==> src/rtl/vga_timing_pkg.sv <==
// rtl/vga_timing_pkg.sv - default 640x480@60 timing constants and decode helper
package vga_timing_pkg;

  localparam int unsigned COORD_W    = 10;
  localparam int unsigned FRAME_W    = 16;

  localparam int unsigned H_VISIBLE  = 640;
  localparam int unsigned H_FP       = 16;
  localparam int unsigned H_SYNC     = 96;
  localparam int unsigned H_BP       = 48;
  localparam int unsigned V_VISIBLE  = 480;
  localparam int unsigned V_FP       = 10;
  localparam int unsigned V_SYNC     = 2;
  localparam int unsigned V_BP       = 33;
  localparam int unsigned SYNC_DELAY = 2;

  localparam int unsigned H_TOTAL  = H_VISIBLE + H_FP + H_SYNC + H_BP;
  localparam int unsigned V_TOTAL  = V_VISIBLE + V_FP + V_SYNC + V_BP;
  localparam int unsigned HS_START = H_VISIBLE + H_FP;
  localparam int unsigned HS_END   = HS_START + H_SYNC - 1;
  localparam int unsigned VS_START = V_VISIBLE + V_FP;
  localparam int unsigned VS_END   = VS_START + V_SYNC - 1;

  // Inclusive range test; an empty range (hi < lo) never matches.
  function automatic logic in_range(input logic [COORD_W-1:0] v,
                                    input logic [COORD_W-1:0] lo,
                                    input logic [COORD_W-1:0] hi);
    return (v >= lo) && (v <= hi);
  endfunction

endpackage

==> src/rtl/sync_delay_line.sv <==
// rtl/sync_delay_line.sv - reset-to-ones shift register, depth 0 is a wire
module sync_delay_line #(
  parameter int unsigned DEPTH = 2,
  parameter int unsigned WIDTH = 2
) (
  input  logic             clk_i,
  input  logic             rst_ni,
  input  logic [WIDTH-1:0] data_i,
  output logic [WIDTH-1:0] data_o
);

  generate
    if (DEPTH == 0) begin : g_bypass
      logic unused_ctrl;
      assign unused_ctrl = clk_i ^ rst_ni;
      assign data_o = data_i;
    end else begin : g_shift
      logic [WIDTH-1:0] stage_q [DEPTH];

      always_ff @(posedge clk_i or negedge rst_ni) begin
        if (!rst_ni) begin
          for (int i = 0; i < DEPTH; i++) stage_q[i] <= '1;
        end else begin
          stage_q[0] <= data_i;
          for (int i = 1; i < DEPTH; i++) stage_q[i] <= stage_q[i-1];
        end
      end

      assign data_o = stage_q[DEPTH-1];
    end
  endgenerate

endmodule

==> src/rtl/vga_timing_gen.sv <==
// rtl/vga_timing_gen.sv - VGA raster counters, registered decodes and delayed sync
module vga_timing_gen #(
  parameter int unsigned H_VISIBLE  = vga_timing_pkg::H_VISIBLE,
  parameter int unsigned H_FP       = vga_timing_pkg::H_FP,
  parameter int unsigned H_SYNC     = vga_timing_pkg::H_SYNC,
  parameter int unsigned H_BP       = vga_timing_pkg::H_BP,
  parameter int unsigned V_VISIBLE  = vga_timing_pkg::V_VISIBLE,
  parameter int unsigned V_FP       = vga_timing_pkg::V_FP,
  parameter int unsigned V_SYNC     = vga_timing_pkg::V_SYNC,
  parameter int unsigned V_BP       = vga_timing_pkg::V_BP,
  parameter int unsigned SYNC_DELAY = vga_timing_pkg::SYNC_DELAY
) (
  input  logic                                vga_clk,
  input  logic                                reset_n,
  output logic [vga_timing_pkg::COORD_W-1:0]  DrawX,
  output logic [vga_timing_pkg::COORD_W-1:0]  DrawY,
  output logic                                blank,
  output logic                                line_start,
  output logic                                frame_start,
  output logic [vga_timing_pkg::FRAME_W-1:0]  frame_count,
  output logic                                hs,
  output logic                                vs
);
  import vga_timing_pkg::*;

  localparam int unsigned H_TOT = H_VISIBLE + H_FP + H_SYNC + H_BP;
  localparam int unsigned V_TOT = V_VISIBLE + V_FP + V_SYNC + V_BP;

  localparam logic [COORD_W-1:0] H_LAST = COORD_W'(H_TOT - 1);
  localparam logic [COORD_W-1:0] V_LAST = COORD_W'(V_TOT - 1);
  localparam logic [COORD_W-1:0] H_VIS  = COORD_W'(H_VISIBLE);
  localparam logic [COORD_W-1:0] V_VIS  = COORD_W'(V_VISIBLE);
  localparam logic [COORD_W-1:0] HS_LO  = COORD_W'(H_VISIBLE + H_FP);
  localparam logic [COORD_W-1:0] HS_HI  = COORD_W'(H_VISIBLE + H_FP + H_SYNC - 1);
  localparam logic [COORD_W-1:0] VS_LO  = COORD_W'(V_VISIBLE + V_FP);
  localparam logic [COORD_W-1:0] VS_HI  = COORD_W'(V_VISIBLE + V_FP + V_SYNC - 1);

  logic [COORD_W-1:0] x_q, x_d, y_q, y_d;
  logic               blank_q, blank_d;
  logic               line_start_q, line_start_d;
  logic               frame_start_q, frame_start_d;
  logic [FRAME_W-1:0] frame_count_q, frame_count_d;
  logic               hs_raw_q, hs_raw_d, vs_raw_q, vs_raw_d;

  // Decodes look at the next counter value so the registered flags line up
  // with the DrawX/DrawY they describe.
  always_comb begin
    x_d = x_q + 1'b1;
    y_d = y_q;
    if (x_q == H_LAST) begin
      x_d = '0;
      y_d = (y_q == V_LAST) ? '0 : y_q + 1'b1;
    end
    blank_d       = (x_d < H_VIS) && (y_d < V_VIS);
    line_start_d  = (x_d == '0);
    frame_start_d = line_start_d && (y_d == '0);
    frame_count_d = frame_count_q + FRAME_W'(frame_start_d);
    hs_raw_d      = !in_range(x_d, HS_LO, HS_HI);
    vs_raw_d      = !in_range(y_d, VS_LO, VS_HI);
  end

  // Reset parks on the last back-porch position so the first edge lands on (0,0).
  always_ff @(posedge vga_clk or negedge reset_n) begin
    if (!reset_n) begin
      x_q           <= H_LAST;
      y_q           <= V_LAST;
      blank_q       <= 1'b0;
      line_start_q  <= 1'b0;
      frame_start_q <= 1'b0;
      frame_count_q <= '0;
      hs_raw_q      <= 1'b1;
      vs_raw_q      <= 1'b1;
    end else begin
      x_q           <= x_d;
      y_q           <= y_d;
      blank_q       <= blank_d;
      line_start_q  <= line_start_d;
      frame_start_q <= frame_start_d;
      frame_count_q <= frame_count_d;
      hs_raw_q      <= hs_raw_d;
      vs_raw_q      <= vs_raw_d;
    end
  end

  sync_delay_line #(
    .DEPTH (SYNC_DELAY),
    .WIDTH (2)
  ) u_sync_delay (
    .clk_i  (vga_clk),
    .rst_ni (reset_n),
    .data_i ({hs_raw_q, vs_raw_q}),
    .data_o ({hs, vs})
  );

  assign DrawX       = x_q;
  assign DrawY       = y_q;
  assign blank       = blank_q;
  assign line_start  = line_start_q;
  assign frame_start = frame_start_q;
  assign frame_count = frame_count_q;

endmodule
==> config.mk <==
export PLATFORM = sky130hd
export DESIGN_NAME = vga_timing_gen
export DESIGN_NICKNAME = d
export VERILOG_FILES = /design/src/rtl/vga_timing_pkg.sv /design/src/rtl/sync_delay_line.sv /design/src/rtl/vga_timing_gen.sv
export SDC_FILE = /design/constraint.sdc
export NUM_CORES = 1
export LEC_CHECK = 0
export CORE_ASPECT_RATIO = 1.5
export CORE_MARGIN = 2
export CORE_UTILIZATION = 50
export DETAILED_ROUTE_END_ITERATION = 7
export PLACE_DENSITY = 0.8
export SYNTH_ARGS = -nofsm -noshare
export SYNTH_HDL_FRONTEND = slang
export SYNTH_SLANG_ARGS = --single-unit
==> constraint.sdc <==
create_clock -name vga_clk -period 5.55 [get_ports vga_clk]
set_clock_uncertainty 0.15 [all_clocks]
set_input_delay 0.555 -clock vga_clk [delete_from_list [all_inputs] [get_ports vga_clk]]
set_output_delay 0.555 -clock vga_clk [all_outputs]
set_load 0.05 [all_outputs]
# After elaboration in Yosys (flattened, before gate mapping)
# Cells that the tools add are included.
# op_classes
add_sub_neg	3
n_lt_le_gt_ge	6
eq_ne	2
mux	3
n_reduce_logical	8
# op_table
op	n
$mux 10	3
$add 10x1->10 const B	2
$eq 10x10->1 const B	2
$logic_not 10->1	2
$add 16x1->16	1
$ge 10x10->1 const B	1
$ge 10x9->1 const B	1
$le 10x10->1 const B	1
$le 10x9->1 const B	1
$lt 10x10->1 const B	1
$lt 10x9->1 const B	1
$logic_and 1x1->1	4
$logic_not 1->1	2
# word_totals
reg_bits	45
input_bits	2
output_inout_bits	41
wordCells	32

# Logic depth before layout (Yosys ltp)
# logic_depth
depth_word	6
ltp_mapped	15

# By module
# A second synthesis with hierarchy kept.
# hier_totals
hier_cells	231
area_unflattened_um2	2413.6
# modules_own_cells
module	n_inst	cells_each	area_per_inst_um2	seq_area_each_um2
vga_timing_gen	1	225	2293.4	1041.0
sync_delay_line	1	6	120.1	105.1

# Worst setup path before layout
# Ideal clock, no wire load.
# synth_timing
path_type	reg-to-reg
from	register x_q[0] (netlist: DrawX[0])
to	register frame_count_q[15] (netlist: frame_count[15])
setup_time_ns	0.140
t_arrival_ns	3.889
slack_ns	1.371
stages_incl_launch_ff	15
path_buffers	1
period_less_slack_ns	4.179
path_cell_list	dfstp_2 ha_1 nand4_4 nor3_2 nand4_1 xnor2_1 or2_2 nor4b_1 ha_1 and3_1 clkbuf_1 and4_1 nand4_1 or2_1 xnor2_1
# synth_via
elab_chain_len	5
word_cells_on_any_way	8
classes_between	2 x add/sub; 1 x eq/ne; 2 x mux; 3 x reduce/logical
# synth_lines
item	line_no	source
start, declared	vga_timing_gen.sv:38	logic [COORD_W-1:0] x_q, x_d, y_q, y_d;
start signal, assigned	vga_timing_gen.sv:65	x_q <= H_LAST;
start signal, assigned	vga_timing_gen.sv:74	x_q <= x_d;
$eq 10x10->1	vga_timing_gen.sv:50	if (x_q == H_LAST) begin
$mux 10	vga_timing_gen.sv:50	
via y_d[8]	vga_timing_gen.sv:38	
$logic_not 10->1	vga_timing_gen.sv:56	frame_start_d = line_start_d && (y_d == '0);
$logic_and 1x1->1	vga_timing_gen.sv:56	
via frame_start_d	vga_timing_gen.sv:41	logic frame_start_q, frame_start_d;
$add 16x1->16	vga_timing_gen.sv:57	frame_count_d = frame_count_q + FRAME_W'(frame_start_d);
via frame_count_d[15]	vga_timing_gen.sv:42	logic [FRAME_W-1:0] frame_count_q, frame_count_d;
end signal, assigned	vga_timing_gen.sv:79	frame_count_q <= frame_count_d;
end, declared	vga_timing_gen.sv:42	
# The timed path passes the listed nets, and every way through them passes these cells.

# Final worst setup path
# Ends and elaborated chain as after synthesis.

==> metrics.txt <==
Syn. warnings=0; die width=59.9 um; final hold viol count=0; Antenna Cells=0; Switching Power=121 uW; cell taking the most area after synthesis=dfrtp_1; Int Pwr=466 uW; clk sinks=45; most frequent CP cell=ha_1; Die ar.=0.00526 mm2; first-pass GRT wire length=7.65 mm; combinational share of power=0.011; Yosys top cell area share=0.310; final cell count without fillers=302; syn_nets=222; TritonCTS clock tree=yes; DRT Pass-1 Iters=4; vias in the first global route=1657; max incr delay on CP=0.73 ns; maxcap violations=0; Clk network pwr share=0.430; FF+latch count, synth=45; Initial Utilization=0.520; Die Y-Extent=87.8 um; Req. time, crit path=5.59 ns; ys async rst share=1.00; Post-synth EDFFs=0; Area contributors post-synth=dfrtp_1 (31%), dfstp_2 (18%), xnor2_1 (8.2%), ha_1 (3.2%), nand2_1 (3.0%); top-count cell post-synth=dfrtp_1; WS Path Type=register to register; Final Util=0.629; Main synth FF type=dfrtp_1; I/O pin count=43; post-layout minimum cycle time=4.60 ns; # Post-CTS Setup Buffers=0; Max Root-Sink Buffers=2; synthesized area=0.00234 mm2; VDD IR-drop max=0.000139 V; post-route ant nets=0; Leakage=1.14 nW; Core Area=0.00450 mm2; Setup TNS=0 ns; register share of total power=0.559; Overall Global Routing Usage=0.188; worst slew pin tran=0.966 ns; Worst-path clk slew=0.10 ns; run status=complete, no violations; CP Cell Sequence=ha_1, nand4_4, nor3_2, nand3_2, xnor2_2, or2_2, nor4b_1, ha_1, and3_1, and4_1, nand4_1, or2_1, xnor2_1; Max Slew Vio Count=0; DPL Wire Length=3.38 mm; sequential area share after synthesis=0.490; hold_buf cts=0; Placer Congestion=0.920; Setup crit start kind=register; GRT Residual Overflow=0; share of cells above drive strength 1=0.165; clock latency at the later pin of the worst-skew pair=0.30 ns; crit path capture type=register; Syn Area/Cell=10.9 um2; Area Growth Syn to Fin=21.1%; Synth Instances=214; clock buffer count from CTS=5; Starting DRT DRC Count=56; Placed Cells=294; drt wl/cell=15.1 um; Slowest-stage cell, CP=nor3_2; clk root buf=clkbuf_8; final setup violation count=0; hold crit path type=register to register; Detailed Route WL=4.58 mm; initial antenna violation count=0; Sw Ratio=0.206; layout net count=261; Max Clk Rate=217 MHz; FP Rows=30; Vias per Instance=5.71; drc violations=0; count of cell types in the netlist=54; crit-path max FO=14; post-CTS sizing=0; RSZ-0062 raised after global routing=false; post-route clock period utilization=0.830; Post-synth top cells=dfrtp_1 (29), xnor2_1 (22), nand2_1 (19), dfstp_2 (16), nand3_1 (14); pin count of the biggest net entering global routing=46; H-tree levels=2; CP Data Arrival Time=4.65 ns; Slew headroom=0.356; Power per Cell Area=207 mW/mm2; via count=1725; Port Buffer Count=42
-- sequential cells by signal, indices dropped and copies added (netlist names) --
name,flops
DrawY,10
hs_raw_q,1
DrawX,10
u_sync_delay.g_shift.stage_q,2
line_start,1
u_sync_delay.data_o,2
vs_raw_q,1
blank,1
frame_count,16
frame_start,1
-- cells by family after synthesis --
| logic type | share of synthesized area |
|---|---|
| adders and majority gates | 0.0321 |
| DFF | 0.490 |
| xor gates and xnor gates | 0.112 |
| AOI/OAI and AO/OA | 0.0807 |
| buffers and inverters | 0.0566 |
| and+or+nand+nor | 0.224 |
| muxes | 0.00481 |
-- cell usage in the layout, fill, tap and decap left out, types with 3 or more instances in the layout --
master,instances
clkdlybuf4s50_1,41
xnor2_1,22
o21ai_0,9
a21oi_1,4
nand3_1,14
and4_1,3
and3_1,5
nor2_1,10
dfstp_2,16
ha_1,6
nand2_1,19
nand4_1,7
xor2_1,6
dfrtp_1,29
a21o_1,3
clkbuf_8,5
inv_1,9
-- power groups by stage --
stage | Clock [mW] | Combinational, mW | Sequential, mW
final | 0.252 | 0.00617 | 0.328
after global routing | 0.275 | 0.00763 | 0.328
after CTS | 0.260 | 0.00662 | 0.328
after detailed placement | 0 | 0.00667 | 0.334
after global placement | 0 | 0.00660 | 0.334
after floorplan | 0 | 0.000000423 | 0.334
-- critical path, delay by kind of cell (launching register included) --
family,cells,cell delay [ns]
DFF,1,0.57
and+or+nand+nor,9,2.83
xor gates and xnor gates,2,0.32
adders and majority gates,2,0.64
-- layer usage --
metal	vias up	global-route usage	share of wire
li1	822	-	-
met1	845	0.235	0.41
met2	49	0.319	0.52
met3	9	0.0295	0.038
met4	0	0.0727	0.025
met5	-	0	0
-- per-stage QoR --
stage          total power [mW]  hold slack, ns  setup WS [ns]  instance area (um2)
2_1_floorplan             0.334           0.109           1.37                 2340
3_3_place_gp              0.341           0.197           1.04                 2720
3_5_place_dp              0.341           0.197          0.943                 2720
4_1_cts                   0.595           0.203          0.915                 2830
5_1_grt                   0.611           0.206          0.539                 2830
6_report                  0.587           0.201          0.946                 2830
-- cell type report --
class / instances / area [um2]
clock inverters: 3 / 47.5
multi-input cells: 150 / 1060
fillers: 375 / 1670
inverters: 9 / 33.8
flip-flops and latches: 45 / 1150
clock buffers: 5 / 68.8
repair buffers: 42 / 415
well taps: 48 / 60.1
-- final timing paths --
kind | from | end | slack, ns | cells past startpoint
setup / recovery | DrawX[0] | frame_count[15] | 0.95 | 13
hold / removal | u_sync_delay.g_shift.stage_q[3] | u_sync_delay.data_o[1] | 0.20 | 0
setup reg to reg | DrawX[0] | frame_count[15] | 0.95 | 13
hold reg to reg | u_sync_delay.g_shift.stage_q[3] | u_sync_delay.data_o[1] | 0.20 | 0
max in group asynchronous | reset_n | DrawY[8] | 4.39 | 1
min in group asynchronous | reset_n | frame_count[8] | 0.25 | 1
No activity file was read; power rests on OpenSTA's default activity.
